File: config.mk
export PLATFORM = sky130hd
export DESIGN_NAME = mdu_iterative
export DESIGN_NICKNAME = d
export VERILOG_FILES = /design/src/rtl/mdu_iterative.sv
export SDC_FILE = /design/constraint.sdc
export NUM_CORES = 1
export LEC_CHECK = 0
export ABC_AREA = 1
export BUFFER_PORTS_ARGS = -buffer_cell sky130_fd_sc_hd__clkbuf_2
export CORE_AREA = 2 2 211 213
export CTS_CLUSTER_DIAMETER = 60
export DETAILED_ROUTE_END_ITERATION = 12
export DIE_AREA = 0 0 213 215
export MAX_ROUTING_LAYER = met4
export PLACE_DENSITY = 0.68
export SYNTH_ARGS = -nofsm -noshare
export SYNTH_HDL_FRONTEND = slang
export SYNTH_SLANG_ARGS = --single-unit
export TNS_END_PERCENT = 100
File: constraint.sdc
create_clock -name clk -period 2.71 [get_ports clk]
set_input_delay 0.271 -clock clk [delete_from_list [all_inputs] [get_ports clk]]
set_output_delay 0.271 -clock clk [all_outputs]
set_load 0.005 [all_outputs]
File: src/rtl/mdu_iterative.sv
// Iterative multiply/divide unit owning the architectural HI/LO registers.
// Define MDU_MADD_EN to add MADD/MSUB (f=6/7) with an extra accumulate state.
module mdu_iterative #(
  parameter int unsigned WIDTH = 32,
  parameter int unsigned CNT_W = 6
) (
  input  logic             clk,
  input  logic             rst_n,
  input  logic             start,
  input  logic [3:0]       f,
  input  logic [WIDTH-1:0] op1,
  input  logic [WIDTH-1:0] op2,
  output logic             busy,
  output logic             done,
  output logic             dbz,
  output logic [WIDTH-1:0] hi,
  output logic [WIDTH-1:0] lo
);

  typedef enum logic [1:0] {
    S_IDLE,
    S_CALC,
`ifdef MDU_MADD_EN
    S_FIX,
    S_ACC
`else
    S_FIX
`endif
  } state_t;

  state_t           state_q, state_d;
  logic [CNT_W-1:0] cnt_q, cnt_d;
  logic [WIDTH-1:0] acc_hi_q, acc_hi_d, acc_lo_q, acc_lo_d, b_q, b_d;
  logic             mul_q, mul_d, negq_q, negq_d, negr_q, negr_d;
  logic             busy_d, done_d, dbz_d;
  logic [WIDTH-1:0] hi_d, lo_d;
`ifdef MDU_MADD_EN
  logic             mac_q, mac_d, sub_q, sub_d;
`endif

  // Request decode and operand magnitudes
  logic             accept, sgn_op, neg1, neg2;
  logic [WIDTH-1:0] mag1, mag2;
  always_comb begin
    accept = (f[3:2] == 2'b00);
`ifdef MDU_MADD_EN
    accept = accept | (f[3:1] == 3'b011);
`endif
    sgn_op = (f == 4'd0) || (f == 4'd2) || (f[3:1] == 3'b011);
    neg1   = sgn_op & op1[WIDTH-1];
    neg2   = sgn_op & op2[WIDTH-1];
    mag1   = neg1 ? -op1 : op1;
    mag2   = neg2 ? -op2 : op2;
  end

  // acc_hi holds partial product / remainder, acc_lo holds multiplier / quotient
  logic [WIDTH:0]     sum, trial;
  logic [2*WIDTH-1:0] prod;
  logic               pneg;
  always_comb begin
    state_d  = state_q;
    cnt_d    = cnt_q;
    acc_hi_d = acc_hi_q;
    acc_lo_d = acc_lo_q;
    b_d      = b_q;
    mul_d    = mul_q;
    negq_d   = negq_q;
    negr_d   = negr_q;
    hi_d     = hi;
    lo_d     = lo;
    done_d   = 1'b0;
    dbz_d    = dbz;
`ifdef MDU_MADD_EN
    mac_d    = mac_q;
    sub_d    = sub_q;
    pneg     = negq_q ^ sub_q;
`else
    pneg     = negq_q;
`endif
    sum   = {1'b0, acc_hi_q} + {1'b0, (acc_lo_q[0] ? b_q : '0)};
    trial = {acc_hi_q, acc_lo_q[WIDTH-1]} - {1'b0, b_q};
    prod  = pneg ? -{acc_hi_q, acc_lo_q} : {acc_hi_q, acc_lo_q};

    unique case (state_q)
      S_IDLE: begin
        if (start && accept) begin
          mul_d    = f[1];
          negq_d   = neg1 ^ neg2;
          negr_d   = neg1;
          acc_hi_d = '0;
          acc_lo_d = f[1] ? mag2 : mag1;
          b_d      = f[1] ? mag1 : mag2;
          cnt_d    = CNT_W'(WIDTH);
          state_d  = S_CALC;
`ifdef MDU_MADD_EN
          mac_d    = f[2];
          sub_d    = f[2] & f[0];
`endif
        end else if (start && f == 4'd4) begin
          hi_d   = op1;
          done_d = 1'b1;
        end else if (start && f == 4'd5) begin
          lo_d   = op1;
          done_d = 1'b1;
        end
      end
      S_CALC: begin
        if (mul_q) begin
          acc_hi_d = sum[WIDTH:1];
          acc_lo_d = {sum[0], acc_lo_q[WIDTH-1:1]};
        end else begin
          acc_hi_d = trial[WIDTH] ? {acc_hi_q[WIDTH-2:0], acc_lo_q[WIDTH-1]}
                                  : trial[WIDTH-1:0];
          acc_lo_d = {acc_lo_q[WIDTH-2:0], ~trial[WIDTH]};
        end
        cnt_d = cnt_q - CNT_W'(1);
        if (cnt_q == CNT_W'(1)) state_d = S_FIX;
      end
      S_FIX: begin
        state_d = S_IDLE;
        done_d  = 1'b1;
        if (mul_q) begin
`ifdef MDU_MADD_EN
          if (mac_q) begin
            {acc_hi_d, acc_lo_d} = prod;
            state_d = S_ACC;
            done_d  = 1'b0;
          end else begin
            {hi_d, lo_d} = prod;
          end
`else
          {hi_d, lo_d} = prod;
`endif
        end else begin
          // Divide by zero: magnitude remainder equals |op1|, so sign fix restores raw op1
          hi_d  = negr_q ? -acc_hi_q : acc_hi_q;
          lo_d  = (b_q == '0) ? '1 : (negq_q ? -acc_lo_q : acc_lo_q);
          dbz_d = (b_q == '0);
        end
      end
`ifdef MDU_MADD_EN
      S_ACC: begin
        {hi_d, lo_d} = {hi, lo} + {acc_hi_q, acc_lo_q};
        done_d  = 1'b1;
        state_d = S_IDLE;
      end
`endif
      default: state_d = S_IDLE;
    endcase
    busy_d = (state_d != S_IDLE);
  end

  always_ff @(posedge clk or negedge rst_n) begin
    if (!rst_n) begin
      state_q  <= S_IDLE;
      cnt_q    <= '0;
      acc_hi_q <= '0;
      acc_lo_q <= '0;
      b_q      <= '0;
      mul_q    <= 1'b0;
      negq_q   <= 1'b0;
      negr_q   <= 1'b0;
      busy     <= 1'b0;
      done     <= 1'b0;
      dbz      <= 1'b0;
      hi       <= '0;
      lo       <= '0;
`ifdef MDU_MADD_EN
      mac_q    <= 1'b0;
      sub_q    <= 1'b0;
`endif
    end else begin
      state_q  <= state_d;
      cnt_q    <= cnt_d;
      acc_hi_q <= acc_hi_d;
      acc_lo_q <= acc_lo_d;
      b_q      <= b_d;
      mul_q    <= mul_d;
      negq_q   <= negq_d;
      negr_q   <= negr_d;
      busy     <= busy_d;
      done     <= done_d;
      dbz      <= dbz_d;
      hi       <= hi_d;
      lo       <= lo_d;
`ifdef MDU_MADD_EN
      mac_q    <= mac_d;
      sub_q    <= sub_d;
`endif
    end
  end

endmodule

==> reports/metrics.cfg <==
[yosys]
synthAdderAreaFrac_pct = 5.32
syn_avg_cell_area_um2 = 5.93
synth.top_cell.area_share_pct = 25.3
netlist_area_mm2 = 0.0172
async_flop_share_pct = 100
ys_seq_elements = 174
ys_seq_area_share_pct = 25.3
synth_top_family_by_area = simple AND/OR/NAND/NOR gates
synth_compound_area_share_pct = 16.7
yosysUniqueCellTypes = 52
ys.flop_type = dfrtp_1
syn-num-nets = 3048
synth_common_cells = nand2_1 (808), nor2_1 (389), inv_1 (370)
yosys.area.top_type = dfrtp_1
yosys-top-cells-area = dfrtp_1 (25%), nand2_1 (18%), nor2_1 (8.5%)
synthXorXnorAreaFrac_pct = 3.25
muxShareOfSynthArea_pct = 0
synth-edff-count = 0
ys_warn_count = 0
syn_inst = 2905
synthSimpleGateAreaFrac_pct = 38.9
synth.most_common_cell = nand2_1

[routing]
wl_per_cell_um = 21.7
antenna_left = 0
vias = 21400
routed_wl_um = 82800
viasPerCell = 5.60
post-route-drc-count = 0
drt_iter0_drc = 2534
first_pass_iters = 6

[hold_path]
holdCritStartpoint = op1[0]
hp-class = in -> reg

[place]
dp_hpwl_um = 68400
postPlaceCellArea_mm2 = 0.0201
io_buffer_count = 137
gp_congestion = 1.07

[die]
start_util_pct = 39.5
die_x_um = 213
die_h_um = 215
rows = 77
ios = 138
core_area_mm2 = 0.0436
dieArea_mm2 = 0.0458

[cts]
cts_root_buffer = clkbuf_16
clk_pin_slew_ps = 80
cts_htree_levels = 4
clock_latency_ps = 470
cts.sinks = 174
clockBufferDepth = 2
cts_tree = built
cts_made_buffers = 17

[flow_run]
max_cap_viol_count = 0

[sta]
rsz0062_at_grt = true
slew_headroom_pct = 48.1
fin_crit_ps = 2640
fin_skew_ps = 13.1
setup_viol = 0
worst_pin_slew_ps = 770
fmax_mhz = 379
slew_violations = 0
fin_crit_sh_pct = 97.5
finalHoldViolations = 0
hold_slack_ps = 134

[outcome]
status = completed

[critical_path]
cp-end-kind = flop
arrival_ps = 3000
path_class = reg -> reg
reg2reg_slack_ps = 70
cp_max_fo = 6
r2r_start = acc_lo_q[31]
required_ps = 3070
slowest_stage = dfrtp_1
max_stage_delay_ps = 370
startpoint = acc_lo_q[31]
path_cells = inv_1, ha_2, fa_1, inv_1, nand2_1, nand2_2, nand3_1, nand2_2, nand2_1, nand2_2, nand2_2, nand2_2, nand2_4, nand2_8, buf_4, buf_4, o21ai_1, inv_1, nand2_1, nand2_1, nand2_1
start_kind = flop

[power]
p_per_area_mw_per_mm2 = 1210
ir_drop_mv = 0.601
p_leak_nw = 10.7

[global_route]
grt_pass1_wl_um = 123000
grt_pass1_vias = 19700
grt_overflow = 0
grt_antenna_before_repair = 0
globalRouteTotalUtil_pct = 37.0
grt_max_degree = 78

[finish]
nNetsFinal = 3356
final-seq-area_mm2 = 0.00436
fillers = 4666
multi_input_area_mm2 = 0.0114
design_area_mm2 = 0.0211
syn_to_final_growth_pct = 22.3
drive_gt1_share_pct = 16.6

flip-flops by register name, indices dropped and copies added, names as in the netlist:
register / flops
acc_hi_q: 32
acc_lo_q: 32
b_q: 32
busy: 1
cnt_q: 6
dbz: 1
done: 1
hi: 32
lo: 32
mul_q: 1
negq_q: 1
negr_q: 1
state_q: 2
final cells by class:
type | count | share of cell area [%]
multi-input combinational | 2260 | 54.0
sequential | 174 | 20.7
timing repair buffer | 379 | 12.3
inverter | 381 | 6.79
tap | 592 | 3.52
clock buffer | 18 | 2.08
clock inverter | 14 | 0.594
antenna | 1 | 0.0119
cells in the final DEF (no fill, tap or decap), types with 5 or more instances in the layout:
cell / netlist / layout
nand2_1: 808 / 792
nor2_1: 389 / 373
inv_1: 370 / 367
nand3_1: 244 / 240
buf_4: 5 / 233
a21oi_1: 219 / 201
dfrtp_1: 174 / 173
o21ai_0: 177 / 167
clkbuf_2: 0 / 136
ha_1: 70 / 64
nand4_1: 50 / 50
xor2_1: 48 / 48
nor3_1: 49 / 43
o21ai_1: 28 / 36
o211ai_1: 23 / 23
nand2_2: 4 / 19
a21oi_2: 2 / 19
or2_2: 19 / 19
nor2_2: 5 / 17
clkbuf_16: 0 / 17
xnor2_1: 16 / 16
a31oi_1: 11 / 11
inv_2: 8 / 10
a22oi_1: 10 / 10
nand3b_1: 9 / 9
o21bai_1: 9 / 9
nor4_1: 8 / 8
a21o_1: 6 / 6
nor3_2: 2 / 6
o22ai_1: 6 / 6
o21a_1: 6 / 6
o2111ai_1: 6 / 6
buf_12: 0 / 6
nor2_4: 1 / 5
o21ai_2: 5 / 5
nand3_2: 2 / 5
ha_2: 0 / 5
inv_6: 0 / 5
per-stage QoR:
stage / cells / utilization [%] / power [mW] / setup WS [ps] / setup TNS [ps]
6_report: 3819 / 48.3 / 25.4 / 68.1 / 0
3_5_place_dp: 3777 / 46.1 / 21.7 / -113 / -118
2_1_floorplan: 2905 / - / 14.1 / 31.2 / 0
5_1_grt: 3818 / 48.3 / 27.1 / -47.5 / -186
3_3_place_gp: 3777 / 46.1 / 21.8 / -181 / -256
4_1_cts: 3810 / 47.5 / 24.3 / 12.6 / 0
kinds of logic after synthesis:
logic type / Yosys count
AOI/OAI and AO/OA: 522
xor gates and xnor gates: 64
and+or+nand+nor: 1601
adders and majority gates: 72
buffers and inverters: 472
DFF: 174
what timing repair did:
item                                    CTS  global route
endpoints found under the setup margin    4            40
pin swaps                                 0             6
gates cloned                              0             1
gates resized for setup                   5            85
hold buffers                              1             0
setup buffers                             0             7
hold endpoints to repair                 59             0
layer usage:
layer	track usage, %	wire (µm)
met5	-	0
met1	47.8	33800
met2	54.5	35600
met4	19.6	5500
met3	7.20	7920
worst paths after layout:
check / to / cells past startpoint
max in group asynchronous: mul_q / 3
min: hi[0] / 3
min in group asynchronous: hi[16] / 2
max: acc_hi_q[17] / 21
max reg2reg: acc_hi_q[17] / 21
min reg2reg: cnt_q[4] / 1
worst max-delay path, delay by kind of cell (launching register included):
family,cells,cell delay [ps]
simple gates,13,1050
flops,1,370
buf+inv,5,470
compound gates,1,90
fa+ha+maj,2,550
power by group:
group | leakage (nW) | internal [mW] | total [mW] | switching, mW
Combinational | 8.32 | 6.63 | 18.0 | 11.3
Sequential | 2.09 | 3.73 | 4.91 | 1.18
Clock | 0.272 | 1.24 | 2.57 | 1.33
Total | 10.7 | 11.6 | 25.4 | 13.8
Power figures use the tool's default switching activity.
